**src/rtl/sonar_trigger_if.sv**
```systemverilog
// Control and sensor-pin bundle for the sonar ranging sequencer.
// slave is the sequencer's view; master is the controller/sensor side.
interface sonar_trigger_if;
    logic enable;
    logic start;
    logic echo;
    logic trig;
    logic busy;
    logic done;
    logic timeout;

    modport slave  (input enable, start, echo, output trig, busy, done, timeout);
    modport master (output enable, start, echo, input trig, busy, done, timeout);
endinterface

```
**src/rtl/sonar_trigger.sv**
```systemverilog
// HC-SR04 ranging sequencer: trigger pulse, minimum measurement period,
// and echo watchdog so a missing or stuck echo ends the cycle with a timeout.
module sonar_trigger #(
    parameter int TRIG_US     = 10,
    parameter int PERIOD_US   = 60000,
    parameter int RISE_TO_US  = 2000,
    parameter int ECHO_MAX_US = 38000
) (
    input  logic            clk_1m,
    input  logic            rst_n,
    sonar_trigger_if.slave  bus
);
    localparam logic [15:0] TRIG_LAST   = 16'(TRIG_US - 1);
    localparam logic [15:0] RISE_LAST   = 16'(RISE_TO_US - 1);
    localparam logic [15:0] ECHO_LAST   = 16'(ECHO_MAX_US - 1);
    localparam logic [15:0] PERIOD_LAST = 16'(PERIOD_US - 1);
    localparam logic [15:0] PERIOD_MAX  = 16'(PERIOD_US);

    typedef enum logic [2:0] {IDLE, TRIG, ARM, ECHO, HOLD} state_t;

    state_t      state, state_nx;
    logic        sync1, echo_s, echo_q;
    logic        rise, fall;
    logic [15:0] cyc, w;
    logic        hold_to, hold_to_nx;
    logic        trig_reg, busy_reg, done_reg, timeout_reg;

    assign rise = echo_s & ~echo_q;
    assign fall = ~echo_s & echo_q;

    always_comb begin
        state_nx   = state;
        hold_to_nx = hold_to;
        case (state)
            IDLE: if (bus.start | bus.enable) state_nx = TRIG;
            TRIG: if (w == TRIG_LAST) state_nx = ARM;
            ARM: begin
                if (rise) begin
                    state_nx = ECHO;
                end else if (w == RISE_LAST) begin
                    state_nx   = HOLD;
                    hold_to_nx = 1'b1;
                end
            end
            ECHO: begin
                if (fall) begin
                    state_nx   = HOLD;
                    hold_to_nx = 1'b0;
                end else if (w == ECHO_LAST) begin
                    state_nx   = HOLD;
                    hold_to_nx = 1'b1;
                end
            end
            // A high echo_s pins us here so a stuck sensor cannot be re-triggered.
            HOLD: if (cyc >= PERIOD_LAST && !echo_s) state_nx = bus.enable ? TRIG : IDLE;
            default: state_nx = IDLE;
        endcase
    end

    always_ff @(posedge clk_1m or negedge rst_n) begin
        if (!rst_n) begin
            state       <= IDLE;
            sync1       <= 1'b0;
            echo_s      <= 1'b0;
            echo_q      <= 1'b0;
            cyc         <= '0;
            w           <= '0;
            hold_to     <= 1'b0;
            trig_reg    <= 1'b0;
            busy_reg    <= 1'b0;
            done_reg    <= 1'b0;
            timeout_reg <= 1'b0;
        end else begin
            state   <= state_nx;
            sync1   <= bus.echo;
            echo_s  <= sync1;
            echo_q  <= echo_s;
            hold_to <= hold_to_nx;
            // w saturates so a long stuck-echo HOLD cannot wrap back to w==0.
            if (state_nx != state)   w <= '0;
            else if (w != 16'hFFFF)  w <= w + 16'd1;
            if (state_nx == TRIG && state != TRIG) cyc <= '0;
            else if (cyc < PERIOD_MAX)             cyc <= cyc + 16'd1;
            trig_reg <= (state == TRIG);
            busy_reg <= (state != IDLE);
            done_reg <= (state == HOLD) && (w == '0);
            if (state == HOLD && w == '0) timeout_reg <= hold_to;
        end
    end

    assign bus.trig    = trig_reg;
    assign bus.busy    = busy_reg;
    assign bus.done    = done_reg;
    assign bus.timeout = timeout_reg;
endmodule

```
**src/flat_wrapper.sv**
```systemverilog
// flat-port wrapper written by rule: the top's interface ports become plain ports
module sonar_trigger_flat 
#(
    parameter int TRIG_US     = 10,
    parameter int PERIOD_US   = 60000,
    parameter int RISE_TO_US  = 2000,
    parameter int ECHO_MAX_US = 38000
)
  (clk_1m, rst_n, bus_enable, bus_start, bus_echo, bus_trig, bus_busy, bus_done, bus_timeout);
  sonar_trigger_if bus_i ();
  input  logic clk_1m;
  input  logic rst_n;
  input wire logic [$bits(bus_i.enable)-1:0] bus_enable;
  input wire logic [$bits(bus_i.start)-1:0] bus_start;
  input wire logic [$bits(bus_i.echo)-1:0] bus_echo;
  output wire logic [$bits(bus_i.trig)-1:0] bus_trig;
  output wire logic [$bits(bus_i.busy)-1:0] bus_busy;
  output wire logic [$bits(bus_i.done)-1:0] bus_done;
  output wire logic [$bits(bus_i.timeout)-1:0] bus_timeout;
  assign bus_i.enable = bus_enable;
  assign bus_i.start = bus_start;
  assign bus_i.echo = bus_echo;
  assign bus_trig = bus_i.trig;
  assign bus_busy = bus_i.busy;
  assign bus_done = bus_i.done;
  assign bus_timeout = bus_i.timeout;
  sonar_trigger #(.TRIG_US(TRIG_US), .PERIOD_US(PERIOD_US), .RISE_TO_US(RISE_TO_US), .ECHO_MAX_US(ECHO_MAX_US)) u_core (.clk_1m(clk_1m), .rst_n(rst_n), .bus(bus_i));
endmodule
```
**config.mk**
```make
export PLATFORM = sky130hd
export DESIGN_NAME = sonar_trigger_flat
export DESIGN_NICKNAME = d
export VERILOG_FILES = /design/src/rtl/sonar_trigger_if.sv /design/src/rtl/sonar_trigger.sv /design/src/flat_wrapper.sv
export SDC_FILE = /design/constraint.sdc
export NUM_CORES = 1
export LEC_CHECK = 0
export ABC_AREA = 1
export ABC_CLOCK_PERIOD_IN_PS = 3740
export CAP_MARGIN = 20
export CORE_MARGIN = 1.5
export CORE_UTILIZATION = 60
export DETAILED_ROUTE_END_ITERATION = 8
export PLACE_DENSITY = 0.85
export REMOVE_ABC_BUFFERS = 1
export SETUP_SLACK_MARGIN = 0.3
export SYNTH_ARGS = -nofsm -noshare
export SYNTH_HDL_FRONTEND = slang
export SYNTH_SLANG_ARGS = --single-unit
```
**constraint.sdc**
```tcl
create_clock -name clk_1m -period 3.74 [get_ports clk_1m]
set_clock_uncertainty 0.1 [all_clocks]
set_input_delay 0.561 -clock clk_1m [delete_from_list [all_inputs] [get_ports clk_1m]]
set_output_delay 0.561 -clock clk_1m [all_outputs]
set_load 0.01 [all_outputs]
```
==> run metrics, run 1 <==
status=complete, no violations; final setup violation count=0; Vert. Die Dim=71.23 µm; initial drt markers=165; Leak=1.520 nW; Slowest-stage cell, CP=dfrtp_1; DR vias=2385; antenna diode count=0; antenna violations before repair=0; Reg2Reg Setup Slack=1.59 ns; register clock-pin slew on the reported worst setup and hold paths=0.08 ns; multi-input combinational cell area=1426 µm²; Reg-to-Reg End=u_core.w[13]$_DFFE_PN0P_; Final Cell Area=3032 µm²; achievable clock frequency=464.2 MHz; worst-margin pin slew=0.9279 ns; detailed placement HPWL=4088 µm; Post-CTS Setup Inserts=0; global placement routability congestion=0.9286; hold buffers post-CTS=0; CP endpoint kind=flip-flop; Via density=5.433; crit path max fanout=16; antenna-violating nets left=0; TritonRoute pass-1 iters=5; worst path arrival time=2.24 ns; Hold Crit Class=flip-flop to flip-flop; num rows=24; Filler Cell Count=370; largest net degree at the start of global routing=44; #FFs+latches synth=43; CTS tree=built; grt ovf=0; post-synth top area share=0.3853; die width=71.23 µm; Largest regs=u_core.cyc (16), u_core.w (16), u_core.state (3); CP startpoint=u_core.w[0]$_DFFE_PN0P_; type of the worst setup path=flip-flop to flip-flop; Largest stage delay, worst path=0.42 ns; H-tree Lvls=2; Clk Latency, worst-skew pair=0.31 ns; drt total wl=5607 µm; I/O pin count=9; clock root buffer=clkbuf_8; final critical-path share of the clock period=0.5760; global-route wire length before repair=9825 µm; worst-path cell chain=ha_1, nand2_2, inv_2, nand2_4, nor2_2, nand2_1, nand3_2, nand3_2, nand2_1, nor2_1, nor2_4, nand2_4, nor2_1; Fin. Hold Viols=0; cells after synthesis=375; TNS Setup=0 ns; post-synthesis area per instance=7.447 µm²; met2 wire len=2842 µm; pwr/cell area=637.8 nW/µm²; Residual DRC=0; RR Startpoint=u_core.w[0]$_DFFE_PN0P_; CORE AREA=4414 µm²; most frequent cells in the layout=nand2_1, inv_1, dfrtp_1; RSZ-0062 raised after global routing=false; vias in the first global route=2339; M1 WL=2436 µm; r2r worst-path depth=13; GRT Total Usage=0.2448; maxcap violations=0; Post-CTS Resized=0; area grow syn2layout=8.557%; initial core utilization=0.6327; Pins Over Slew Limit=0; sequential-to-total area share from yosys stat=0.3853; crit path to=u_core.w[13]$_DFFE_PN0P_; cell accounting for the most synthesized area=dfrtp_1; Top Layer Used=met4; Max-slew headroom=0.3814; Overall Power=0.001934 W; Netlist cell types=33; routed wl met3=205 µm; Final #Nets=395; Worst EP required=3.82 ns; post-DR wirelength/cell=12.77 µm; Max IR drop VDD=0.5245 mV; CTS buffer count=5; Die Area=5073 µm²; Cell Area, Placed=2899 µm²; nature of the critical path startpoint=flip-flop; crit path time final=2.154 ns; most common cell after layout, fill and taps aside=nand2_1; Synth area leaders=dfrtp_1, nand2_1, inv_1; Reg area=1076 µm²; synth warn=0; clock sinks=43; # port buffers=8; cell area after technology mapping=2793 µm²; share of cells above drive strength 1=0.1473; clk buf depth=2
## report_power, final
group	switching [W]	internal, W	leakage, nW
Sequential	0.0000737	0.000546	0.568
Combinational	0.000620	0.000264	0.887
Clock	0.000163	0.000267	0.0654
## kinds of logic (layout without fill, tap and decap cells)
logic type / after synthesis / count (layout) / share of synthesized area
buf+inv: 71 / 83 / 0.1039
fa+ha+maj: 4 / 4 / 0.01792
xor+xnor: 6 / 6 / 0.01882
flops: 43 / 43 / 0.3853
simple gates: 224 / 224 / 0.4171
compound gates: 27 / 27 / 0.05690
## synth_stat cells (all sizes together)
cell	count
nand2	94
inv	65
nor2	60
dfrtp	43
nand3	37
o21ai	14
nor3	12
nand4	11
a21oi	7
nand3b	6
xor2	5
buf	4
ha	4
nor4	3
o31ai	2
a21boi	1
a22oi	1
a41oi	1
clkbuf	1
clkinv	1
o21a	1
or2	1
xnor2	1
## cell type report
type,instances,area share
Sequential cell,43,0.3549
Clock inverter,2,0.01981
Clock buffer,6,0.02394
Tap cell,52,0.02146
Multi-Input combinational cell,261,0.4705
Timing Repair Buffer,9,0.02724
Inverter,66,0.08213
## worst max-delay path: cells and delay by family, from the launching register on
kind	cells	cell delay, ns
fa+ha+maj	1	0.23
buf+inv	1	0.06
flops	1	0.42
simple gates	11	1.21
## metrics by stage
step	hold slack, ns	instances	setup WS, ns	utilization
2_1_floorplan	0.1654	370	1.587	-
4_1_cts	0.2629	439	1.590	0.6868
5_1_grt	0.2695	439	1.368	0.6868
3_5_place_dp	0.2459	431	1.504	0.6567
3_3_place_gp	0.2313	431	1.574	0.6567
6_report	0.2598	439	1.586	0.6868
## how the worst min path moves through the flow
stage | start | to | slack (ns) | cells past startpoint
2_1_floorplan | rst_n | u_core.bus.busy$_DFF_PN0_ | 0.17 | 0
3_3_place_gp | u_core.sync1$_DFF_PN0_ | u_core.echo_s$_DFF_PN0_ | 0.23 | 0
3_5_place_dp | u_core.sync1$_DFF_PN0_ | u_core.echo_s$_DFF_PN0_ | 0.25 | 0
6_report | u_core.sync1$_DFF_PN0_ | u_core.echo_s$_DFF_PN0_ | 0.26 | 0
4_1_cts | u_core.sync1$_DFF_PN0_ | u_core.echo_s$_DFF_PN0_ | 0.26 | 0
5_1_grt | u_core.sync1$_DFF_PN0_ | u_core.echo_s$_DFF_PN0_ | 0.27 | 0
## metal layers
layer	GRT usage	up-vias
met5	0	-
met4	0.1237	0
met3	0.04782	13
met2	0.4198	51
met1	0.2931	1114
li1	-	1207
(Power assumes the default switching activity.)
==> inputs of run 2 (changes only) <==
--- a/config.mk
+++ b/config.mk
@@ -6,7 +6,7 @@
 export NUM_CORES = 1
 export LEC_CHECK = 0
 export ABC_AREA = 1
-export ABC_CLOCK_PERIOD_IN_PS = 3740
+export ABC_CLOCK_PERIOD_IN_PS = 2000
 export CAP_MARGIN = 20
 export CORE_MARGIN = 1.5
 export CORE_UTILIZATION = 60
==> constraint.sdc (replaced) <==
create_clock -name clk_1m -period 2 [get_ports clk_1m]
set_clock_uncertainty 0.1 [all_clocks]
set_input_delay 0.3 -clock clk_1m [delete_from_list [all_inputs] [get_ports clk_1m]]
set_output_delay 0.3 -clock clk_1m [all_outputs]
set_load 0.01 [all_outputs]
==> run metrics, run 2 (synthesis gave the netlist of run 1 again) <==
status=finished, violations left; failing checks=setup timing; most frequent cells in the layout=nand2_1, inv_1, dfrtp_1; met2 wire len=3405 µm; pwr/cell area=1309 nW/µm²; CORE AREA=4414 µm²; final critical-path share of the clock period=1.007; global-route wire length before repair=10510 µm; clock sinks=43; Vert. Die Dim=71.23 µm; Residual DRC=0; detailed placement HPWL=4344 µm; most numerous cell on the critical path=nand2_1; Sw Ratio=0.4391; initial core utilization=0.6327; # port buffers=8; die width=71.23 µm; vias in the first global route=2474; Post-Place Cells=438; maxcap violations=0; clk buf depth=2; CTS buffer count=5; TritonRoute pass-1 iters=5; type of the worst setup path=flip-flop to flip-flop; CP endpoint kind=flip-flop; Largest stage delay, worst path=0.37 ns; register clock-pin slew on the reported worst setup and hold paths=0.08 ns; Worst EP required=2.08 ns; Largest regs=u_core.cyc (16), u_core.w (16), u_core.state (3); H-tree Lvls=2; register share of total power=0.270; Buf+Inv Stages, Crit Path=1; fin cells=458; most common cell after layout, fill and taps aside=nand2_1; global placement routability congestion=0.9452; worst path arrival time=2.09 ns; Psw=0.001873 W; grt ovf=0; initial drt markers=162; I/O pin count=9; crit path max fanout=6; Fin. Hold Viols=0; antenna diode count=0; M1 WL=2511 µm; achievable clock frequency=496.6 MHz; final worst setup slack=-0.01371 ns; power share of the clock group=0.132; Top Layer Used=met4; area grow syn2layout=16.71%; clock root buffer=clkbuf_8; Int Power=0.002392 W; num rows=24; Max IR drop VDD=1.825 mV; GRT Total Usage=0.2629; antenna-violating nets left=0; Top Family by Delay on Critical Path=simple AND/OR/NAND/NOR gates; antenna violations before repair=0; minimum hold slack=0.2522 ns; routed wl met3=236 µm; drt total wl=6303 µm; worst-path cell chain=ha_2, nand2_1, nor2_2, nand3_1, nand2_1, nand2_1, nand2_1, nand2_1, nand2_1, nand2_1, nor2_2, nor2_4, nand2_4, buf_16, nor2_4; Hold Crit Class=flip-flop to flip-flop; TNS Setup=-0.08427 ns; Comb pwr share=0.598; largest net degree at the start of global routing=25; Slowest-stage cell, CP=dfrtp_1; final setup violation count=12; RSZ-0062 raised after global routing=true; DR vias=2510; share of cells above drive strength 1=0.2340; CTS tree=built; Via density=5.480; nature of the critical path startpoint=flip-flop; post-DR wirelength/cell=13.76 µm; crit path time final=2.014 ns; Die Area=5073 µm²; Pins Over Slew Limit=0; Clk Latency, worst-skew pair=0.30 ns; Overall Power=0.004265 W; worst-margin pin slew=0.5069 ns; Leak=1.607 nW; Max-slew headroom=0.6621; Final #Nets=415
[run 2: cell count changes in the layout (fill, tap and decap cells not counted), sizes merged]
cell	change
clkinvlp	+2
inv	-1
nand3b	+1
buf	+17
dlygate4sd3	+1
bufinv	-2
clkinv	+1
[run 2: timing repair]
item	in CTS	in global routing
endpoints found under the setup margin	32	33
pin swaps	2	7
hold buffers	1	0
hold endpoints to repair	19	0
gates cloned	1	2
resized for setup	4	22
buffers inserted	6	3
[run 2: path summary, 6_finish.rpt]
kind	cells past startpoint	slack, ns	end	from
setup / recovery	15	-0.01	u_core.w[8]$_DFFE_PN0P_	u_core.cyc[1]$_DFFE_PN0P_
hold / removal	0	0.25	u_core.echo_s$_DFF_PN0_	u_core.sync1$_DFF_PN0_
setup reg to reg	15	-0.01	u_core.w[8]$_DFFE_PN0P_	u_core.cyc[1]$_DFFE_PN0P_
hold reg to reg	0	0.25	u_core.echo_s$_DFF_PN0_	u_core.sync1$_DFF_PN0_
max in group asynchronous	3	0.90	u_core.w[5]$_DFFE_PN0P_	rst_n
min in group asynchronous	2	0.39	u_core.cyc[9]$_DFFE_PN0P_	rst_n
[run 2: power groups by stage]
stage,Sequential (W),Combinational (W),Clock (W)
floorplan,0.00115,0.00131,0
global placement,0.00116,0.00189,0
detailed placement,0.00116,0.00194,0
CTS,0.00114,0.00235,0.000586
global route,0.00117,0.00274,0.000609
finish,0.00115,0.00255,0.000562
[run 2: layout make-up]
| cell class | count | area [µm²] |
|---|---|---|
| tap | 52 | 65.06 |
| clock buffer | 6 | 82.58 |
| fill | 308 | 1155 |
| inverter | 66 | 252.7 |
| sequential | 43 | 1076 |
| timing repair inverter | 1 | 5.005 |
| timing repair buffer | 27 | 292.8 |
| multi-input combinational | 262 | 1480 |
| clock inverter | 1 | 5.005 |
[run 2: through the flow]
step                        util  setup WS [ns]  cell area, µm²
final                     0.7384       -0.01371            3259
after global routing      0.7384        -0.1237            3259
after CTS                 0.7177        0.02225            3168
after detailed placement  0.6772        0.01892            2989
after global placement    0.6772        0.05794            2989
after floorplan                -        -0.1534            2751
[run 2: routing by layer]
layer	track usage	up-vias
met5	0	-
met4	0.1216	0
met3	0.05063	14
met2	0.4702	69
met1	0.3025	1180
li1	-	1247
[run 2: worst reg2reg max path, delay by kind of cell (launching register included)]
family | cells | cell delay [ns]
adders and majority gates | 1 | 0.20
buffers and inverters | 1 | 0.15
and+or+nand+nor | 13 | 1.07
DFF | 1 | 0.37
